$ cat config.mk
export PLATFORM = sky130hd
export DESIGN_NAME = booth_mul4
export DESIGN_NICKNAME = d
export VERILOG_FILES = /design/src/rtl/booth_pkg.sv /design/src/rtl/booth_addsub.sv /design/src/rtl/booth_mul4.sv
export SDC_FILE = /design/constraint.sdc
export NUM_CORES = 1
export LEC_CHECK = 0
export ABC_AREA = 1
export BUFFER_PORTS_ARGS = -buffer_cell sky130_fd_sc_hd__buf_4
export CORE_MARGIN = 2
export CORE_UTILIZATION = 55
export CTS_CLUSTER_DIAMETER = 100
export DETAILED_ROUTE_END_ITERATION = 16
export GPL_TIMING_DRIVEN = 0
export PLACE_DENSITY = 0.83
export SLEW_MARGIN = 20
export SYNTH_ARGS = -nofsm -noshare
export SYNTH_HDL_FRONTEND = slang
export SYNTH_SLANG_ARGS = --single-unit
$ cat constraint.sdc
create_clock -name clk -period 3.6 [get_ports clk]
set_input_delay 0.72 -clock clk [delete_from_list [all_inputs] [get_ports clk]]
set_output_delay 0.72 -clock clk [all_outputs]
set_load 0.01 [all_outputs]
$ cat src/rtl/booth_pkg.sv
// Shared definitions for the radix-2 Booth multiplier: FSM states, recode pairs
// and the width helper for the iteration counter.
package booth_pkg;

    typedef enum logic [1:0] {
        S_IDLE = 2'd0,
        S_RUN  = 2'd1,
        S_DONE = 2'd2
    } state_t;

    // {Q[0], q_1} patterns that require an add or a subtract of M.
    localparam logic [1:0] BOOTH_ADD = 2'b01;
    localparam logic [1:0] BOOTH_SUB = 2'b10;

    // Bits needed to hold the value w (i.e. ceil(log2(w+1))).
    function automatic int count_width(input int w);
        int n;
        n = 0;
        for (int i = 0; i < 31; i++) begin
            if ((1 << i) < (w + 1)) begin
                n = i + 1;
            end
        end
        return n;
    endfunction

endpackage

$ cat src/rtl/booth_addsub.sv
// N-bit adder/subtractor: S = A + B when m=0, A - B when m=1 (B inverted, carry-in m).
module booth_addsub #(
    parameter int N = 5
) (
    input  logic [N-1:0] i_a,
    input  logic [N-1:0] i_b,
    input  logic         i_m,
    output logic [N-1:0] o_s,
    output logic         o_ca_out
);

    logic [N-1:0] w_b_x;

    genvar gi;
    generate
        for (gi = 0; gi < N; gi++) begin : g_bx
            assign w_b_x[gi] = i_b[gi] ^ i_m;
        end
    endgenerate

    assign {o_ca_out, o_s} = {1'b0, i_a} + {1'b0, w_b_x} + {{N{1'b0}}, i_m};

endmodule

$ cat src/rtl/booth_mul4.sv
// Sequential radix-2 Booth signed multiplier: WIDTH iterations through booth_addsub,
// start/busy/done handshake, product held until the next completion.
module booth_mul4
    import booth_pkg::*;
#(
    parameter int WIDTH = 4
) (
    input  logic                 clk,
    input  logic                 rst,
    input  logic                 start,
    input  logic [WIDTH-1:0]     mcand,
    input  logic [WIDTH-1:0]     mplier,
    output logic                 busy,
    output logic                 done,
    output logic [2*WIDTH-1:0]   product
);

    localparam int CW = count_width(WIDTH);

    state_t             r_state;
    state_t             w_state_next;
    logic [WIDTH:0]     r_ac;
    logic [WIDTH:0]     r_m;
    logic [WIDTH-1:0]   r_q;
    logic               r_q1;
    logic [CW-1:0]      r_count;
    logic [2*WIDTH-1:0] r_product;

    logic [1:0]         w_pair;
    logic               w_sub;
    logic [WIDTH:0]     w_sum;
    logic               w_ca_unused;
    logic [WIDTH:0]     w_ac_next;
    logic [WIDTH:0]     w_ac_sh;
    logic [WIDTH-1:0]   w_q_sh;
    logic               w_load;
    logic               w_last;

    assign w_pair = {r_q[0], r_q1};
    assign w_sub  = (w_pair == BOOTH_SUB);

    booth_addsub #(
        .N (WIDTH + 1)
    ) u_addsub (
        .i_a      (r_ac),
        .i_b      (r_m),
        .i_m      (w_sub),
        .o_s      (w_sum),
        .o_ca_out (w_ca_unused)
    );

    // 00/11 leave AC untouched; the carry-out is not needed since AC has a guard bit.
    assign w_ac_next = ((w_pair == BOOTH_ADD) || (w_pair == BOOTH_SUB)) ? w_sum : r_ac;
    assign w_ac_sh   = {w_ac_next[WIDTH], w_ac_next[WIDTH:1]};
    assign w_q_sh    = {w_ac_next[0], r_q[WIDTH-1:1]};

    assign w_load = start && ((r_state == S_IDLE) || (r_state == S_DONE));
    assign w_last = (r_state == S_RUN) && (r_count == CW'(1));

    always_comb begin
        w_state_next = r_state;
        busy         = 1'b0;
        done         = 1'b0;
        case (r_state)
            S_IDLE: begin
                if (start) begin
                    w_state_next = S_RUN;
                end
            end
            S_RUN: begin
                busy = 1'b1;
                if (w_last) begin
                    w_state_next = S_DONE;
                end
            end
            S_DONE: begin
                done         = 1'b1;
                w_state_next = start ? S_RUN : S_IDLE;
            end
            default: begin
                w_state_next = S_IDLE;
            end
        endcase
    end

    always_ff @(posedge clk) begin
        if (rst) begin
            r_state   <= S_IDLE;
            r_ac      <= '0;
            r_m       <= '0;
            r_q       <= '0;
            r_q1      <= 1'b0;
            r_count   <= '0;
            r_product <= '0;
        end else begin
            r_state <= w_state_next;
            if (w_load) begin
                r_ac    <= '0;
                r_q     <= mplier;
                r_q1    <= 1'b0;
                r_m     <= {mcand[WIDTH-1], mcand};
                r_count <= CW'(WIDTH);
            end else if (r_state == S_RUN) begin
                r_ac    <= w_ac_sh;
                r_q     <= w_q_sh;
                r_q1    <= r_q[0];
                r_count <= r_count - CW'(1);
            end
            if (w_last) begin
                r_product <= {w_ac_sh[WIDTH-1:0], w_q_sh};
            end
        end
    end

    assign product = r_product;

endmodule

==> impl_metrics.env, run 1 <==
export IMPL_status="finished clean"
export IMPL_syn_area_per_cell_um2=7.857
export IMPL_power_internal_w=0.0004248
export IMPL_die_x_um=51.96
export IMPL_cts_setup_buffers=0
export IMPL_end_kind="output port"
export IMPL_seq_power_share_pct=52.2
export IMPL_reg2reg_depth=9
export IMPL_crit_fanout=10
export IMPL_synth_top_family_by_area="simple AND/OR/NAND/NOR gates"
export IMPL_yosys_area_share_simple_pct=19.78
export IMPL_synth_top_cell_area_share_pct=41.15
export IMPL_final_nets=204
export IMPL_final_fill_count=177
export IMPL_synth_top_cells_by_area="dfxtp_1 (41%), nor2_1 (6.8%), inv_1 (6.2%)"
export IMPL_finalCritPeriodShare_pct=55.73
export IMPL_antennaDiodeCount=0
export IMPL_tightest_slew_ns=0.3177
export IMPL_finalSetupViolations=0
export IMPL_synth_xor_area_share_pct=2.770
export IMPL_skew_ns=0.003754
export IMPL_grt_max_degree=15
export IMPL_reg2reg_to="r_ac[3]"
export IMPL_ctsHoldBuffers=0
export IMPL_max_clock_freq_mhz=498.4
export IMPL_routabilityCongestion=0.8629
export IMPL_wirelength_um=2576
export IMPL_start_util_pct=57.74
export IMPL_vias=1088
export IMPL_leakage_nw=0.7317
export IMPL_final_hold_viol_count=0
export IMPL_critical_path_class="flop to output port"
export IMPL_path_buf_inv=3
export IMPL_core_area_um2=2191
export IMPL_hold_ws_ns=0.4796
export IMPL_relSlewSlack_pct=78.60
export IMPL_cts_resized=0
export IMPL_place_inst=209
export IMPL_num_io_pins=21
export IMPL_vdd_ir_drop_max_uv=364.3
export IMPL_cp_num_cells=4
export IMPL_synth_mux_area_share_pct=0
export IMPL_syn_nets=179
export IMPL_r2r_start="r_q1"
export IMPL_grt_first_pass_wirelength_um=4409
export IMPL_vias_per_cell=5.108
export IMPL_path_delay_family="buffers and inverters"
export IMPL_grt_pass1_vias=1020
export IMPL_crit_top_cell="buf_4"
export IMPL_path_cells="inv_2 > nor2_8 > buf_4 > buf_4"
export IMPL_synthAdderAreaFrac_pct=7.517
export IMPL_yosysUniqueCellTypes=27
export IMPL_critical_path_slowest_cell="dfxtp_1"
export IMPL_gr_total_overflow=0
export IMPL_clock_sinks=26
export IMPL_register_area_um2=520.5
export IMPL_clock_path_buffers=2
export IMPL_synthCells=161
export IMPL_yosysTopAreaCell="dfxtp_1"
export IMPL_power_total_w=0.0006112
export IMPL_power_frac_comb_pct=23.6
export IMPL_finalNonFillerCells=213
export IMPL_worstPathRequired_ns=2.88
export IMPL_grt_usage_pct=22.37
export IMPL_clkLatencyLatePin_ns=0.33
export IMPL_multi_input_area_um2=621.8
export IMPL_die_y_um=51.96
export IMPL_path_clk_slew_ns=0.13
export IMPL_critPathLaunchType="flop"
export IMPL_ys_warn_count=0
export IMPL_period_minus_slack_ns=2.006
export IMPL_crit_arrival_ns=1.29
export IMPL_setup_ws_ns=1.594
export IMPL_row_count=17
export IMPL_antenna_found_initial=0
export IMPL_drt_iter0_markers=24
export IMPL_ctsRootBufferMaster="clkbuf_4"
export IMPL_ys_seq_area_share_pct=41.15
export IMPL_endpoint="busy"
export IMPL_ant_nets=0
export IMPL_ys_ff_latch=26
export IMPL_switching_share_pct=30.49
export IMPL_slew_viol_final=0
export IMPL_r2r_slack_ns=1.66
export IMPL_drive_gt1_share_pct=21.62
export IMPL_cpPeakStageDelay_ns=0.36
export IMPL_syn_to_final_growth_pct=17.51
export IMPL_pre_cts_slack_ns=1.673
export IMPL_synth_compound_area_share_pct=19.09
export IMPL_dpl_hpwl_um=2057
export IMPL_setup_tns_ns=0
export IMPL_cts_tree="done"
export IMPL_pwr_share_clk_pct=24.2
export IMPL_p_per_area_nw_per_um2=411.2
export IMPL_cts_htree_levels=1
export IMPL_drc=0
export IMPL_p_switching_w=0.0001863
export IMPL_numCtsBuffers=3
export IMPL_port_buffers=20
export IMPL_die_area_um2=2699
export IMPL_rsz0062_at_grt="no"
export IMPL_drv_cap=0
export IMPL_synth_area_um2=1265
export IMPL_wl_per_cell_um=12.09
export IMPL_hold_class="flop to flop"
export IMPL_dr_pass1_iters=4
export IMPL_cp_startpoint="r_state[0]"
[registers in the layout, indices dropped and copies added (netlist names)]
signal	flops
r_ac	4
r_m	4
r_count	3
r_q1	1
r_q	4
r_state	2
product	8
[cell type report]
| cell class | instances | share of cell area [%] |
|---|---|---|
| Tap cell | 28 | 2.357 |
| Timing Repair Buffer | 20 | 10.10 |
| Inverter | 25 | 6.313 |
| Multi-Input combinational cell | 106 | 41.83 |
| Clock buffer | 4 | 2.441 |
| Buffer | 4 | 1.936 |
| Sequential cell | 26 | 35.02 |
[cell usage in the layout, fill, tap and decap left out, types with 5 or more instances in the layout]
| cell type | Yosys | layout |
|---|---|---|
| a211oi_1 | 5 | 5 |
| a21oi_1 | 9 | 9 |
| buf_4 | 1 | 21 |
| dfxtp_1 | 26 | 26 |
| ha_1 | 6 | 6 |
| inv_1 | 21 | 21 |
| nand2_1 | 21 | 21 |
| nand3_1 | 6 | 6 |
| nor2_1 | 23 | 23 |
| o21ai_0 | 12 | 12 |
| o21ai_1 | 7 | 7 |
[tightest hold or removal path, cell delays in order, from the launching register on]
cell	delay (ns)
dfxtp_1	0.34
nand3_1	0.07
nand2_1	0.04
[worst min path at each step]
stage	startpoint	to	slack [ns]	cells past startpoint
floorplan	r_m[0]	r_m[0]	0.46	2
global placement	product[7]	product[7]	0.46	2
detailed placement	product[7]	product[7]	0.47	2
CTS	product[7]	product[7]	0.48	2
global route	product[2]	product[2]	0.51	2
finish	product[7]	product[7]	0.48	2
[metrics by stage]
step / util (%) / cell area (um^2)
after floorplan: - / 1265
after global placement: 66.19 / 1450
after detailed placement: 66.19 / 1450
after CTS: 67.85 / 1486
after global routing: 67.85 / 1486
final: 67.85 / 1486
[synth_stat cells (all sizes together)]
cell type,count
a211oi,6
a21oi,9
a221oi,2
a31oi,1
buf,3
clkbuf,1
dfxtp,26
fa,1
ha,6
inv,25
nand2,24
nand3,6
nor2,25
nor3,1
o2111ai,1
o21ai,19
o22ai,1
xor2,4
[power groups by stage]
stage	Sequential, W	Combinational (W)	Clock, W
2_1_floorplan	0.000324	0.000103	0
3_3_place_gp	0.000325	0.000137	0
3_5_place_dp	0.000325	0.000144	0
4_1_cts	0.000319	0.000145	0.000150
5_1_grt	0.000321	0.000163	0.000159
6_report	0.000319	0.000144	0.000148
[cell families after synthesis]
| group | Yosys count |
|---|---|
| simple gates | 56 |
| compound gates | 39 |
| buf+inv | 29 |
| flops | 26 |
| fa+ha+maj | 7 |
| xor+xnor | 4 |
[routing by layer]
metal / wire length, um / global-route usage (%) / vias to the layer above / part of all wire, %
li1: - / - / 573 / -
met1: 1121 / 28.39 / 489 / 44
met2: 1298 / 38.19 / 21 / 50
met3: 119 / 3.448 / 5 / 4.6
met4: 36 / 7.895 / 0 / 1.4
met5: 0 / 0 / - / 0
Power figures use the tool's default switching activity.
==> run 2: changes to the inputs <==
- CORE_UTILIZATION: 55 -> 49
- PLACE_DENSITY: 0.83 -> 0.79
- clock period: 3.6 -> 1.75 ns (I/O delays scaled with it)
==> impl_metrics.env, run 2 (same netlist as run 1, synthesis figures left out) <==
export IMPL_power_internal_w=0.0009127
export IMPL_row_count=18
export IMPL_multi_input_area_um2=710.7
export IMPL_grt_pass1_vias=1043
export IMPL_pwr_share_clk_pct=23.5
export IMPL_switching_share_pct=32.46
export IMPL_vias=1141
export IMPL_p_switching_w=0.0004386
export IMPL_crit_fanout=4
export IMPL_clock_path_buffers=2
export IMPL_ctsRootBufferMaster="clkbuf_4"
export IMPL_reg2reg_depth=10
export IMPL_r2r_slack_ns=-0.04
export IMPL_antenna_found_initial=0
export IMPL_grt_max_degree=15
export IMPL_die_x_um=54.81
export IMPL_wirelength_um=3023
export IMPL_wl_per_cell_um=13.93
export IMPL_dr_pass1_iters=5
export IMPL_cts_htree_levels=1
export IMPL_max_clock_freq_mhz=559.4
export IMPL_skew_ns=0.001531
export IMPL_period_minus_slack_ns=1.788
export IMPL_status="finished with violations"
export IMPL_clock_sinks=26
export IMPL_hold_class="primary input to flop"
export IMPL_start_util_pct=51.53
export IMPL_tightest_slew_ns=0.2598
export IMPL_rsz0062_at_grt="yes"
export IMPL_final_nets=206
export IMPL_pre_cts_slack_ns=-0.1586
export IMPL_core_area_um2=2455
export IMPL_final_hold_viol_count=0
export IMPL_leakage_nw=0.7451
export IMPL_port_buffers=20
export IMPL_routabilityCongestion=0.8342
export IMPL_drt_iter0_markers=30
export IMPL_dpl_hpwl_um=2125
export IMPL_reg2reg_to="r_ac[3]"
export IMPL_relSlewSlack_pct=82.57
export IMPL_largest_register_ffs=8
export IMPL_place_inst=211
export IMPL_hold_ws_ns=0.1958
export IMPL_worstPathRequired_ns=2.04
export IMPL_drive_gt1_share_pct=32.62
export IMPL_final_fill_count=213
export IMPL_final_common_cell="dfxtp_1"
export IMPL_finalSetupViolations=1
export IMPL_fin_util_pct=64.93
export IMPL_drv_cap=0
export IMPL_vias_per_cell=5.258
export IMPL_critical_path_class="flop to flop"
export IMPL_setup_tns_ns=-0.03766
export IMPL_cp_startpoint="r_q1"
export IMPL_ant_nets=0
export IMPL_gr_total_overflow=0
export IMPL_die_area_um2=3004
export IMPL_vdd_ir_drop_max_uv=623.9
export IMPL_slew_viol_final=0
export IMPL_path_clk_slew_ns=0.14
export IMPL_seq_power_share_pct=49.0
export IMPL_finalNonFillerCells=217
export IMPL_die_y_um=54.81
export IMPL_grt_usage_pct=21.30
export IMPL_endpoint="r_ac[3]"
export IMPL_ctsHoldBuffers=0
export IMPL_power_frac_comb_pct=27.5
export IMPL_antennaDiodeCount=0
export IMPL_cts_tree="done"
export IMPL_grt_first_pass_wirelength_um=4491
export IMPL_numCtsBuffers=3
export IMPL_p_per_area_nw_per_um2=847.7
export IMPL_violations="negative setup slack"
export IMPL_critPathLaunchType="flop"
export IMPL_drc=0
export IMPL_syn_to_final_growth_pct=26.01
export IMPL_setup_ws_ns=-0.03766
export IMPL_end_kind="flop"
export IMPL_final_cell_mix="dfxtp_1 (25), buf_4 (23), nor2_1 (23)"
export IMPL_num_io_pins=21
export IMPL_clkLatencyLatePin_ns=0.33
export IMPL_r2r_start="r_q1"
export IMPL_finalCritPeriodShare_pct=102.2
export IMPL_crit_arrival_ns=2.08
export IMPL_register_area_um2=521.8
run 2: cell type report:
class / instances / area share, %
clock buffers: 4 / 2.276
repair buffers: 22 / 10.36
plain buffers: 4 / 1.805
inverters: 25 / 5.887
flip-flops and latches: 26 / 32.73
well taps: 30 / 2.355
multi-input cells: 106 / 44.58
run 2: power by group through the flow:
stage          Sequential (W)  Combinational [W]  Clock [W]
5_1_grt              0.000667           0.000414   0.000324
4_1_cts              0.000659           0.000317   0.000319
3_5_place_dp         0.000670           0.000295          0
3_3_place_gp         0.000668           0.000282          0
2_1_floorplan        0.000666           0.000212          0
6_report             0.000662           0.000372   0.000317
run 2: per-layer routing:
metal,vias to the layer above,GRT usage (%),routed length (um)
li1,575,-,-
met1,531,25.30,1278
met2,27,37.70,1579
met3,8,3.005,120
met4,0,9.167,45
met5,-,0,0
run 2: worst min path at each step:
stage,start,end,cells after the start
2_1_floorplan,rst,product[4],1
3_3_place_gp,product[7],product[7],2
3_5_place_dp,product[7],product[7],2
4_1_cts,rst,product[4],2
5_1_grt,rst,product[4],2
6_report,rst,product[4],2
run 2: critical path: stages (launching register included):
cell	delay [ns]
dfxtp_2	0.36
inv_1	0.06
ha_4	0.19
nand2_2	0.08
nand2_2	0.08
fa_2	0.39
nand2_1	0.09
a21oi_1	0.08
o21ai_1	0.24
o21ai_1	0.11
inv_1	0.06
run 2: repair_timing:
item / in CTS / in global routing
pin swaps: 1 / 5
setup buffers: 0 / 2
setup endpoints to repair: 8 / 7
gates resized for setup: 9 / 15
run 2: through the flow:
| step | area [um^2] | power (W) |
|---|---|---|
| 2_1_floorplan | 1265 | 0.0008780 |
| 3_3_place_gp | 1453 | 0.0009495 |
| 3_5_place_dp | 1453 | 0.0009650 |
| 4_1_cts | 1520 | 0.001295 |
| 5_1_grt | 1594 | 0.001405 |
| 6_report | 1594 | 0.001351 |
